`src/rtl/mem_access_ctrl.sv`:
```
// Load/store bridge between the EX/MEM pipeline stages and a req/addr_ok/data_ok SRAM bus.
// Latency: the request is combinational in EX; load data returns in MEM on data_ok, or from a buffer while MEM is stalled.
// Backpressure: EX is held until addr_ok; MEM is held until data_ok; at most one transaction is outstanding.
module mem_access_ctrl (
  input  logic        clk,
  input  logic        rst,
  // EX side
  input  logic        ex_valid,
  input  logic        ex_mem_req,
  input  logic        ex_mem_we,
  input  logic [1:0]  ex_mem_size,
  input  logic [31:0] ex_mem_addr,
  input  logic [31:0] ex_mem_wdata,
  input  logic        ex_allowout,
  output logic        ex_readygo,
  // MEM side
  input  logic        mem_allowout,
  output logic        mem_readygo,
  output logic [31:0] mem_rdata,
  input  logic        flush,
  // SRAM bus
  output logic        data_sram_req,
  output logic        data_sram_wr,
  output logic [1:0]  data_sram_size,
  output logic [3:0]  data_sram_wstrb,
  output logic [31:0] data_sram_addr,
  output logic [31:0] data_sram_wdata,
  input  logic        data_sram_addr_ok,
  input  logic        data_sram_data_ok,
  input  logic [31:0] data_sram_rdata
);

  typedef enum logic [1:0] {
    ST_IDLE   = 2'd0,  // no transaction outstanding
    ST_WAIT   = 2'd1,  // address accepted, waiting for data_ok
    ST_HOLD   = 2'd2,  // data returned while MEM was stalled, held in buffer
    ST_CANCEL = 2'd3   // flushed while waiting, drain the stale data_ok
  } state_t;

  state_t      r_state;
  state_t      w_state_nxt;
  logic [31:0] r_rdata_buf;
  logic        w_req;
  logic        w_addr_hs;
  logic        w_capture;

  // Request only when idle and both EX and the MEM stage can take the op.
  assign w_req     = (r_state == ST_IDLE) & ex_valid & ex_mem_req & ex_allowout & ~flush;
  assign w_addr_hs = w_req & data_sram_addr_ok;
  // Data arrived but MEM cannot consume it this cycle: keep a copy.
  assign w_capture = (r_state == ST_WAIT) & data_sram_data_ok & ~flush & ~mem_allowout;

  assign data_sram_req  = w_req;
  assign data_sram_wr   = ex_mem_we;
  assign data_sram_addr = ex_mem_addr;
  assign data_sram_size = (ex_mem_size == 2'd3) ? 2'd2 : ex_mem_size;

  // A memory op leaves EX only in the cycle its address is accepted.
  assign ex_readygo  = ~ex_mem_req | w_addr_hs;
  assign mem_readygo = ~((r_state == ST_WAIT) & ~data_sram_data_ok);
  assign mem_rdata   = (r_state == ST_HOLD) ? r_rdata_buf : data_sram_rdata;

  // Byte-lane strobes and lane-replicated store data.
  always_comb begin
    data_sram_wstrb = 4'b0000;
    data_sram_wdata = ex_mem_wdata;
    case (ex_mem_size)
      2'd0: begin
        data_sram_wstrb = 4'b0001 << ex_mem_addr[1:0];
        data_sram_wdata = {4{ex_mem_wdata[7:0]}};
      end
      2'd1: begin
        data_sram_wstrb = 4'b0011 << {ex_mem_addr[1], 1'b0};
        data_sram_wdata = {2{ex_mem_wdata[15:0]}};
      end
      default: begin
        data_sram_wstrb = 4'b1111;
      end
    endcase
    if (!ex_mem_we) begin
      data_sram_wstrb = 4'b0000;
    end
  end

  // Next-state logic; data_ok is ignored outside WAIT and CANCEL.
  always_comb begin
    w_state_nxt = r_state;
    case (r_state)
      ST_IDLE: begin
        if (w_addr_hs) w_state_nxt = ST_WAIT;
      end
      ST_WAIT: begin
        if (data_sram_data_ok) begin
          if (flush || mem_allowout) w_state_nxt = ST_IDLE;
          else                       w_state_nxt = ST_HOLD;
        end else if (flush) begin
          w_state_nxt = ST_CANCEL;
        end
      end
      ST_HOLD: begin
        if (flush || mem_allowout) w_state_nxt = ST_IDLE;
      end
      ST_CANCEL: begin
        if (data_sram_data_ok) w_state_nxt = ST_IDLE;
      end
      default: begin
        w_state_nxt = ST_IDLE;
      end
    endcase
  end

  // State register.
  always_ff @(posedge clk) begin
    if (rst) r_state <= ST_IDLE;
    else     r_state <= w_state_nxt;
  end

  // Load-data buffer used while MEM is stalled.
  always_ff @(posedge clk) begin
    if (rst)            r_rdata_buf <= 32'd0;
    else if (w_capture) r_rdata_buf <= data_sram_rdata;
  end

endmodule

```
`config.mk`:
```
export PLATFORM = sky130hd
export DESIGN_NAME = mem_access_ctrl
export DESIGN_NICKNAME = d
export VERILOG_FILES = /design/src/rtl/mem_access_ctrl.sv
export SDC_FILE = /design/constraint.sdc
export NUM_CORES = 1
export LEC_CHECK = 0
export ABC_AREA = 1
export CAP_MARGIN = 20
export CORE_ASPECT_RATIO = 1.5
export CORE_MARGIN = 4
export CORE_UTILIZATION = 32
export CTS_BUF_LIST = sky130_fd_sc_hd__clkbuf_8
export CTS_CLUSTER_SIZE = 16
export DETAILED_ROUTE_END_ITERATION = 7
export PLACE_DENSITY = 0.91
export SLEW_MARGIN = 40
export SYNTH_ARGS = -nofsm -noshare
export SYNTH_HDL_FRONTEND = slang
export SYNTH_SLANG_ARGS = --single-unit
```
`constraint.sdc`:
```
create_clock -name clk -period 1.6 [get_ports clk]
set_input_delay 0.4 -clock clk [delete_from_list [all_inputs] [get_ports clk]]
set_output_delay 0.4 -clock clk [all_outputs]
set_load 0.005 [all_outputs]
```
# Yosys cells after proc, flatten, opt, wreduce, memory -nomap -nowiden
# Index checks and enable logic that the tools add are counted.
[op_classes] n_addsub=0 n_mul=0 n_div=0 magnitude_cmp=0 n_eq_ne=9 n_shift=2 mux=12 n_bitwise=15 reduce_logical=4
[op_table] op="case mux 32 bit (2 select lines)" n=1
[op_table] op="two-way mux 32 bit" n=1
[op_table] op="two-way mux 2 bit" n=7
[op_table] op="bitwise AND 1 bit" n=9
[op_table] op="case mux 2 bit (4 select lines)" n=1
[op_table] op="case mux 4 bit (2 select lines)" n=1
[op_table] op="equality test 2 bit (second input constant)" n=3
[op_table] op="inverter 1 bit" n=5
[op_table] op="equality test 2 x 1 -> 1 bit (second input constant)" n=2
[op_table] op="zero test 2 bit" n=2
[op_table] op="two-way mux 4 bit" n=1
[op_table] op="inequality test 2 bit (second input constant)" n=2
[op_table] op="AND reduction 4 bit" n=1
[op_table] op="<< shifter 1 x 2 -> 4 bit (first input constant)" n=1
[op_table] op="<< shifter 2 x 2 -> 4 bit (first input constant)" n=1
[op_table] op="inequality test 3 bit (second input constant)" n=1
[op_table] op="inequality test 2 x 1 -> 1 bit (second input constant)" n=1
[op_table] op="logical OR 1 bit" n=1
[op_table] op="OR 1 bit" n=1
[word_totals] regBits=34 latch_bits=0 mem_bits_rw=0 mem_bits_ro=0 word_cells=44 n_memories=0

# Logic depth before layout (Yosys ltp)
# Gate-level depths: netlist of run 1.
[depth] word_depth=8 mapped_depth=7 depth_no_buf=7

# Worst setup path before layout of run 1
# No wires, ideal clock.
[synth_timing] path_kind="input to output" start="in ex_mem_size[1]" end="out data_sram_wdata[25]" t_arrival_ns=1.046 required_time_ns=1.200 setup_slack_ns=0.154 stages=5 path_buffers=2 cell_sequence="buf_4 nor2_4 buf_2 nand2_1 o211ai_1"
[synth_between] elab_chain_len=2 elab_cells_between_ends=3
[synth_lines] item="start: declaration" line_no="11" text="input logic [1:0] ex_mem_size,"
[synth_lines] item="equality test 2 x 1 -> 1 bit / zero test 2 bit (equally long branches)" line_no="67" text="case (ex_mem_size)"
[synth_lines] item="case mux 32 bit (2 select lines) (*)" line_no="67"
[synth_lines] item="end: declaration" line_no="27" text="output logic [31:0] data_sram_wdata,"
# Mark *: on every way between the ends. The rest lies on a longest branch, timed or not.

# Final worst setup path of run 1
[layout_timing] start="reg r_state[1]" end="out mem_rdata[11]"
[layout_between] elab_chain_len=2
[layout_lines] item="start: declaration" line_no="40" text="state_t r_state;"
[layout_lines] item="start signal: assignment" line_no="115" text="else r_state <= w_state_nxt;"
[layout_lines] item="equality test 2 bit" line_no="61" text="assign mem_rdata = (r_state == ST_HOLD) ? r_rdata_buf : data_sram_rdata;"
[layout_lines] item="two-way mux 32 bit" line_no="61"
[layout_lines] item="end: declaration" line_no="19" text="output logic [31:0] mem_rdata,"
# No other way between the ends.

==> results.txt, run 1 <==
The run finished, with violations left. The checks that failed: setup timing. Measured along the y axis, the die boundary spans approximately 110 um. The worst setup slack after layout is -0.229 ns. Across all layers, the routed design uses between 3k and 4k vias. The clock arrives with approximately 0.0052 ns of skew.

The top fanout value on the critical path came out at 6. The number of global-route vias before repair is ~3.0k. The first global-routing pass estimated between 15 and 20 mm of wire. STA classifies the critical path startpoint as a register.

The critical hold path startpoint is r_rdata_buf[9]$_SDFFE_PP0P_. The setup-violating endpoint count in the final report is 38. In the routed layout, each cell is associated on average with a via count of between 4 and 5.

Port buffering added ~150 buffers. Clock tree synthesis inserted a total of 5 buffers. The cell with the largest stage delay on the worst path is sky130_fd_sc_hd__dfxtp_2. The congestion estimate from routability-driven global placement came to about 0.9.

The synthesized design contains 34 register bits. Setup repair after global routing could not meet its margin everywhere. In this run the critical register-to-register path is launched from r_state[1]$_SDFFE_PP0P_. Measured in cells, the most critical reg-to-reg path has a length of 12. Summed over all cells, the static leakage comes to 1.91 nW. The routed wire length on met2 is approximately 5.4 mm. The die covers roughly 9000 sq um.

Entering global routing, the biggest net connects 51 pins. Together, buffers and inverters on the worst path number 5. The kind of critical path is reg -> out. Routed signal wires occupy layers up through met5. After detailed routing, the wire length on met1 is between 3 and 4 mm. The max-capacitance violation count came out at 0.

In this run the horizontal extent of the chip is 78.6 um. Compared with the post-synthesis result, the final layout area differs by 73.3%. The number of sinks on the clock net came out at 34. The clock network latency to the later pin of the worst-skew pair is approximately 0.3 ns. The final clock period utilization by the worst path is 1.14.

The final-layout fill cell count came out at 680. The wire-length estimate of the detail-placed layout is about 7.6 mm. Yosys printed 0 warnings. The endpoint identified for the worst register-to-register timing path is r_state[0]$_SDFFE_PP0P_. The top cell types in the final layout, fill and taps aside, are 75 x sky130_fd_sc_hd__nand2_1, 58 x sky130_fd_sc_hd__clkdlybuf4s50_1, 53 x sky130_fd_sc_hd__buf_2. Dividing the detail-routed wire length by the instance count gives between 15 and 20 um. The worst pin sits at a relative slew slack of 0.840. For this run the aggregate overflow at the end of global routing stands at 0. The count of mapped cells out of synthesis came out at between 300 and 400.

The CTS clock-pin slew for the worst setup and hold paths is around 0.07 ns. The clock tree from TritonCTS is yes. The cell count of the worst hold path is 2. The number of remaining DRC errors came out at 0. On the worst path, the slowest cell contributes a delay of between 0.3 and 0.4 ns. At the pin with the least slew margin, the transition time is 0.238 ns. For this design the ratio of total power to cell area is approximately 530 nW/um^2. The detail route stage leaves a number of antenna-violating nets equal to 0.

The number of H-tree branching levels came out at 2. The cell at the root of the clock tree is sky130_fd_sc_hd__clkbuf_8. After detailed routing, the met3 layer carries between 1 and 1.5 mm of wire. The path with the worst hold slack has its endpoint at r_rdata_buf[9]$_SDFFE_PP0P_. The initial antenna violation count came out at 14. The minimum clock period after layout came out at between 1.5 and 2 ns. The final hold violation count is 0.

The sequential cell area is between 600 and 700 sq um. At the worst endpoint, the arrival time is 1.43 ns. The post-synthesis area per instance is 6.52 sq um. At the end of the flow, the number of nets in the layout was roughly 630.

For this run, the register share of the synthesized area comes to 0.284. The slack of the worst reg-to-reg path came out at -0.15 ns. In the final layout, the multi-input gates occupy between 1000 and 1500 sq um. The sum of routed wire length over all layers is about 10 mm. For this design the top-level I/O count stands at around 210. For this run, the detailed router's first-pass iteration total came to 4.

Broken down by cell family, the worst path's largest delay share belongs to buffers and inverters. STA classifies the critical path endpoint as an output pin. The starting utilization of the core area is 0.329.

The global router's overall resource usage is 0.225. The distinct cell type count of the synthesized netlist came out at 21. In this run the worst setup path begins at r_state[1]$_SDFFE_PP0P_.

The number of buffers between clock root and the deepest sink came out at 2. The share of layout cells above drive strength 1 came out at 0.385. For this block, the initial DRC count from the detailed router was between 70 and 80. The library cell used most frequently in the layout, excluding fill and tap cells, is sky130_fd_sc_hd__nand2_1. The area inside the core boundary is 7270 sq um. The net count after synthesis came out at approximately 480. For this design, the CTS-stage hold fixing added 0 buffers. The signal on the critical path passes through inv_2, nor2_4, inv_6, buf_6, buf_16, o21ai_1, buf_2. The number of standard-cell rows in the floorplan came out at 38. The maximum clock frequency is 547 MHz. The worst slack after detailed placement came out at -0.870 ns.

The max-slew violation count came out at 0. The total standard cell area after synthesis came out at roughly 2400 sq um. STA puts the critical path data required time at roughly 1.2 ns. The path category of the worst min-delay check is reg -> reg. The largest vdd supply drop came out at about 0.61 mV. The design draws around 2.2 mW.
## cell families after synthesis
kind of cell | count (synthesis) | synth area share
buffers and inverters | 111 | 0.279
AOI/OAI and AO/OA | 115 | 0.250
DFF | 34 | 0.284
and+or+nand+nor | 107 | 0.187
## worst min-delay path, delay by kind of cell (launching register included)
family,cells,cell delay (ns)
buf+inv,1,0.06
flops,1,0.30
compound gates,1,0.05
## cells in the mapped netlist, drive strengths merged
library cell	n	share of area
o21ai	71	0.15
o211ai	6	0.019
nor3	1	0.0021
buf	57	0.19
a21oi	38	0.079
dfxtp	34	0.28
nor2	7	0.018
nor4	1	0.0026
nand2	93	0.15
clkbuf	4	0.0063
nand4	2	0.012
inv	50	0.078
nand3	3	0.0063
## layer usage
metal / vias to the layer above / GRT usage
met3: 67 / 0.121
met1: 1343 / 0.184
met2: 166 / 0.415
met4: 24 / 0.132
met5: - / 0
li1: 1447 / -
## worst max-delay path by stage
stage | cells past startpoint | to
detailed placement | 5 | data_sram_wstrb[3]
global route | 7 | mem_rdata[0]
floorplan | 5 | data_sram_wdata[25]
finish | 7 | mem_rdata[11]
global placement | 5 | data_sram_wstrb[3]
CTS | 7 | mem_rdata[19]
## sequential cells by signal, summed over array words and instances, names as in the netlist
name	cells
r_state	2
r_rdata_buf	32
## cell type report
class | count | area share
Timing Repair Buffer | 205 | 0.431
Multi-Input combinational cell | 222 | 0.302
Sequential cell | 34 | 0.165
Inverter | 50 | 0.0470
Tap cell | 100 | 0.0302
Clock buffer | 6 | 0.0199
Clock inverter | 2 | 0.00302
Antenna cell | 3 | 0.00181
## where the power goes
group | internal [mW] | leakage, nW | switching, mW
registers | 0.852 | 0.275 | 0.00269
logic | 0.386 | 1.59 | 0.294
clock network | 0.346 | 0.0472 | 0.332
total | 1.58 | 1.91 | 0.629
## what timing repair did
item | 4_1_cts | 5_1_grt
pin swaps | 19 | 12
endpoints found under the hold margin | 0 | 0
gates resized for setup | 379 | 37
gates cloned | 4 | 0
buffers inserted | 17 | 3
endpoints found under the setup margin | 76 | 57
## per-stage QoR
stage,cells,utilization,hold slack [ns],area (sq um),TNS [ns]
floorplan,367,-,0.423,2390,0
global placement,590,0.528,0.433,3840,-41.87
detailed placement,590,0.528,0.438,3840,-44.77
CTS,616,0.561,0.452,4080,-5.64
global route,619,0.569,0.483,4140,-7.66
finish,622,0.570,0.450,4150,-5.25
No activity file was read; power rests on OpenSTA's default activity.
==> inputs of run 2 (changes only) <==
- CORE_AREA: default -> 4 4 82 84
- CORE_ASPECT_RATIO: 1.5 -> default
- CORE_MARGIN: 4 -> default
- CORE_UTILIZATION: 32 -> default
- DIE_AREA: default -> 0 0 86 88
- DONT_BUFFER_PORTS: default -> 1
- PLACE_DENSITY: 0.91 -> 0.63
==> results.txt, run 2 (same netlist as run 1, synthesis figures left out) <==
The detailed router's first-iteration violation count is 105 (+35%). The remaining global-route overflow is 0 (unchanged). The normalized max-slew margin was 0.687 (-0.153).

The largest registers in the layout are r_rdata_buf x32, r_state x2. The wire length of the first global-routing pass came out at 9.27 mm (-39%). The height of the die was 88 um (-23%). The final hold violation count is 0 (unchanged). The horizontal extent of the die is 86 um (+9.4%). The weighted congestion at the end of routability-driven global placement is 0.850 (-6.8%). The endpoint with the worst hold slack is r_state[0]$_SDFFE_PP0P_.

The setup-violating endpoint count in the final report came out at 24 (-37%). The nature of the critical path startpoint is a register. The die footprint is 7570 sq um (-15%). The largest clock skew in the final design is 0.00804 ns (+0.00280 ns). The met3 demand-to-capacity share in global routing came out at 0.0546 (-0.0663). The startpoint identified for the worst register-to-register timing path is r_state[1]$_SDFFE_PP0P_. The share of layout cells above drive strength 1 is 0.196 (-0.189). The total power density per cell area is 770 nW/um^2 (+44%). TritonCTS built the clock tree. The number of H-tree branching levels came out at 2 (unchanged). The flow ran to the end, but the final reports show violations.

The number of nets with antenna violations after routing was 0 (unchanged). In this run the most used layer during global routing was met2. The number of global-route vias before repair came out at 1932 (-36%). The checks that failed: setup timing.

The number of remaining DRC errors came to 0 (unchanged). The library cell used most frequently in the layout, excluding fill and tap cells, is sky130_fd_sc_hd__nand2_1. The via count is 2138 (-30%). The signal on the critical path passes through inv_4, nor2_4, inv_6, buf_12, nand2_1, o21ai_2.

The CTS clock-pin slew for the worst setup and hold paths is 0.07 ns (about the same). The net count of the finished layout is 434 (-31%). The top fanout value on the critical path came out at 24 (+18). The ratio of routed vias to standard cells was 5.33 (+8.8%). The worst path required time came out at 1.20 ns (about the same).

The slack of the worst reg-to-reg path came out at 0.36 ns (+0.51 ns). The detailed placer's ending HPWL is 4.74 mm (-38%). The worst slack after detailed placement came out at 0.0986 ns (+0.969 ns). The peak per-stage delay on the critical path is 0.35 ns (about the same). Leaving out fill and tap cells, the most frequent cells in the layout are 91 x sky130_fd_sc_hd__nand2_1, 48 x sky130_fd_sc_hd__inv_1, 38 x sky130_fd_sc_hd__a21oi_1.

The area growth from synthesis to layout came out at 1.78%. The share of the core filled with cells in the final layout was 0.411 (-0.159). The static leakage is 1.01 nW (-47%). The number of buffers between clock root and the deepest sink is 2 (unchanged).

The final clock period utilization by the worst path is 1.02 (-0.126). In this run the clock root is driven by a sky130_fd_sc_hd__clkbuf_8. The arrival time of data at the critical path endpoint came out at 1.23 ns (-0.20 ns).

The number of buffers added on ports came out at 0 (-100%). The starting utilization of the core area was 0.404 (+0.0752). The fraction of met1 tracks used by global routing is 0.173 (-0.0117). The largest net degree at the start of global routing came out at 49 (-3.9%). The max-capacitance violation count came to 0 (unchanged).

The met2 layer usage reported by global route is 0.276 (-0.139). The sum of routed wire length over all layers is 6.35 mm (-39%). The number of sinks on the clock net came out at 34 (unchanged). Ranked by flip-flop count, first place goes to r_rdata_buf.

The largest vdd supply drop is 0.593 mV (-3.1%). The average wire per cell in the routed design came out at 15.8 um (-5.6%). The area inside the core boundary came out at 5920 sq um (-19%). In this run the worst hold path is classified as in -> reg. In this run the most critical hold path is launched from rst. The cell count of the worst hold path was 1 (-1).

The worst setup slack after layout is -0.0274 ns (+0.202 ns). The number of hold buffers added after CTS came out at 0 (unchanged). The global router's overall resource usage came out at 0.155 (-0.0699). The endpoint identified for the worst register-to-register timing path is r_rdata_buf[14]$_SDFFE_PP0P_. The worst setup path is of the reg -> out kind. STA classifies the critical path endpoint as an output pin. The initial antenna violation count is 0 (-14). The depth of the worst register-to-register path is 5 (-7). The number of diodes came out at 0 (-3). The number of standard-cell rows in the floorplan came out at 28 (-26%). The number of flip-flops under the largest register name is 32 (unchanged). The transition time of the tightest slew-check pin is 0.470 ns (+0.232 ns). The clock network latency to the later pin of the worst-skew pair came out at 0.28 ns (-0.02 ns). The minimum clock period after layout came out at 1.63 ns (-0.202 ns). The number of ports placed on the die boundary is 214 (unchanged). The detailed-routing iteration count for the pre-antenna-repair pass came out at 4 (unchanged). The maximum clock frequency is 614 MHz (+12%). The CTS buffer count is 5 (unchanged).

On the critical path, the stage with the largest delay is an instance of sky130_fd_sc_hd__dfxtp_2. The max-slew violation count is 0 (unchanged). Setup repair after global routing could not meet its margin everywhere.
run 2: cell count changes in the layout (fill, tap and decap cells not counted), moves of 9 or more:
cell / previous run / this run
sky130_fd_sc_hd__clkdlybuf4s50_1: 58 / 0
sky130_fd_sc_hd__buf_2: 53 / 0
sky130_fd_sc_hd__buf_4: 34 / 9
sky130_fd_sc_hd__dlygate4sd2_1: 17 / 0
sky130_fd_sc_hd__nand2_1: 75 / 91
sky130_fd_sc_hd__nand2_2: 14 / 2
sky130_fd_sc_hd__buf_6: 11 / 0
sky130_fd_sc_hd__o21ai_1: 37 / 27
sky130_fd_sc_hd__clkbuf_2: 9 / 0
run 2: layout make-up:
type,instances,area (sq um)
clock buffer,6,82.6
sequential,34,683
timing repair buffer,13,158
clock inverter,1,30.0
inverter,50,195
tap,75,93.8
fill,614,3480
multi-input combinational,222,1190
run 2: worst max-delay path by stage:
| stage | end | slack [ns] | cells after the start | startpoint |
|---|---|---|---|---|
| 6_report | mem_rdata[8] | -0.03 | 6 | r_state[1]$_SDFFE_PP0P_ |
| 5_1_grt | mem_rdata[7] | -0.10 | 6 | r_state[1]$_SDFFE_PP0P_ |
| 4_1_cts | mem_rdata[16] | -0.03 | 4 | r_state[1]$_SDFFE_PP0P_ |
| 3_5_place_dp | mem_rdata[16] | 0.1 | 4 | r_state[1]$_SDFFE_PP0P_ |
| 3_3_place_gp | mem_rdata[16] | 0.11 | 4 | r_state[1]$_SDFFE_PP0P_ |
| 2_1_floorplan | data_sram_wdata[25] | 0.15 | 5 | ex_mem_size[1] |
run 2: timing repair:
action                                  in CTS  in global routing
setup buffers                                1                  1
resized for setup                           63                  3
pin swaps                                    0                  0
cloned                                       2                  0
endpoints found under the setup margin      32                 34
run 2: metal layers:
metal	vias to the layer above	part of all wire
li1	1047	-
met1	959	0.37
met2	122	0.52
met3	10	0.094
met4	0	0.015
met5	-	0
run 2: per-stage QoR:
stage,instance area [sq um],hold slack (ns),setup TNS (ns),total power [mW],instances
2_1_floorplan,2390,0.423,0,1.14,367
5_1_grt,2440,0.153,-2.58,1.97,401
3_3_place_gp,2090,0.439,0,1.09,390
4_1_cts,2410,0.165,-0.431,1.91,400
6_report,2440,0.176,-0.323,1.88,401
3_5_place_dp,2090,0.441,0,1.09,390
run 2: worst max-delay path, delay by kind of cell, from the launching register on:
kind | cells | cell delay [ns]
DFF | 1 | 0.35
and+or+nand+nor | 2 | 0.22
buffers and inverters | 3 | 0.29
AOI/OAI and AO/OA | 1 | 0.07
run 2: power by group:
group          switching [mW]  leakage [nW]  internal (mW)
Clock                   0.284        0.0573          0.498
Sequential            0.00299         0.275          0.853
Combinational           0.149         0.678         0.0899
Total                   0.436          1.01           1.44
==> inputs of run 3 (changes only) <==
- HOLD_SLACK_MARGIN: default -> 0.02
==> results of run 3 <==
Final layout, timing and power as in run 2 (identical DEF).
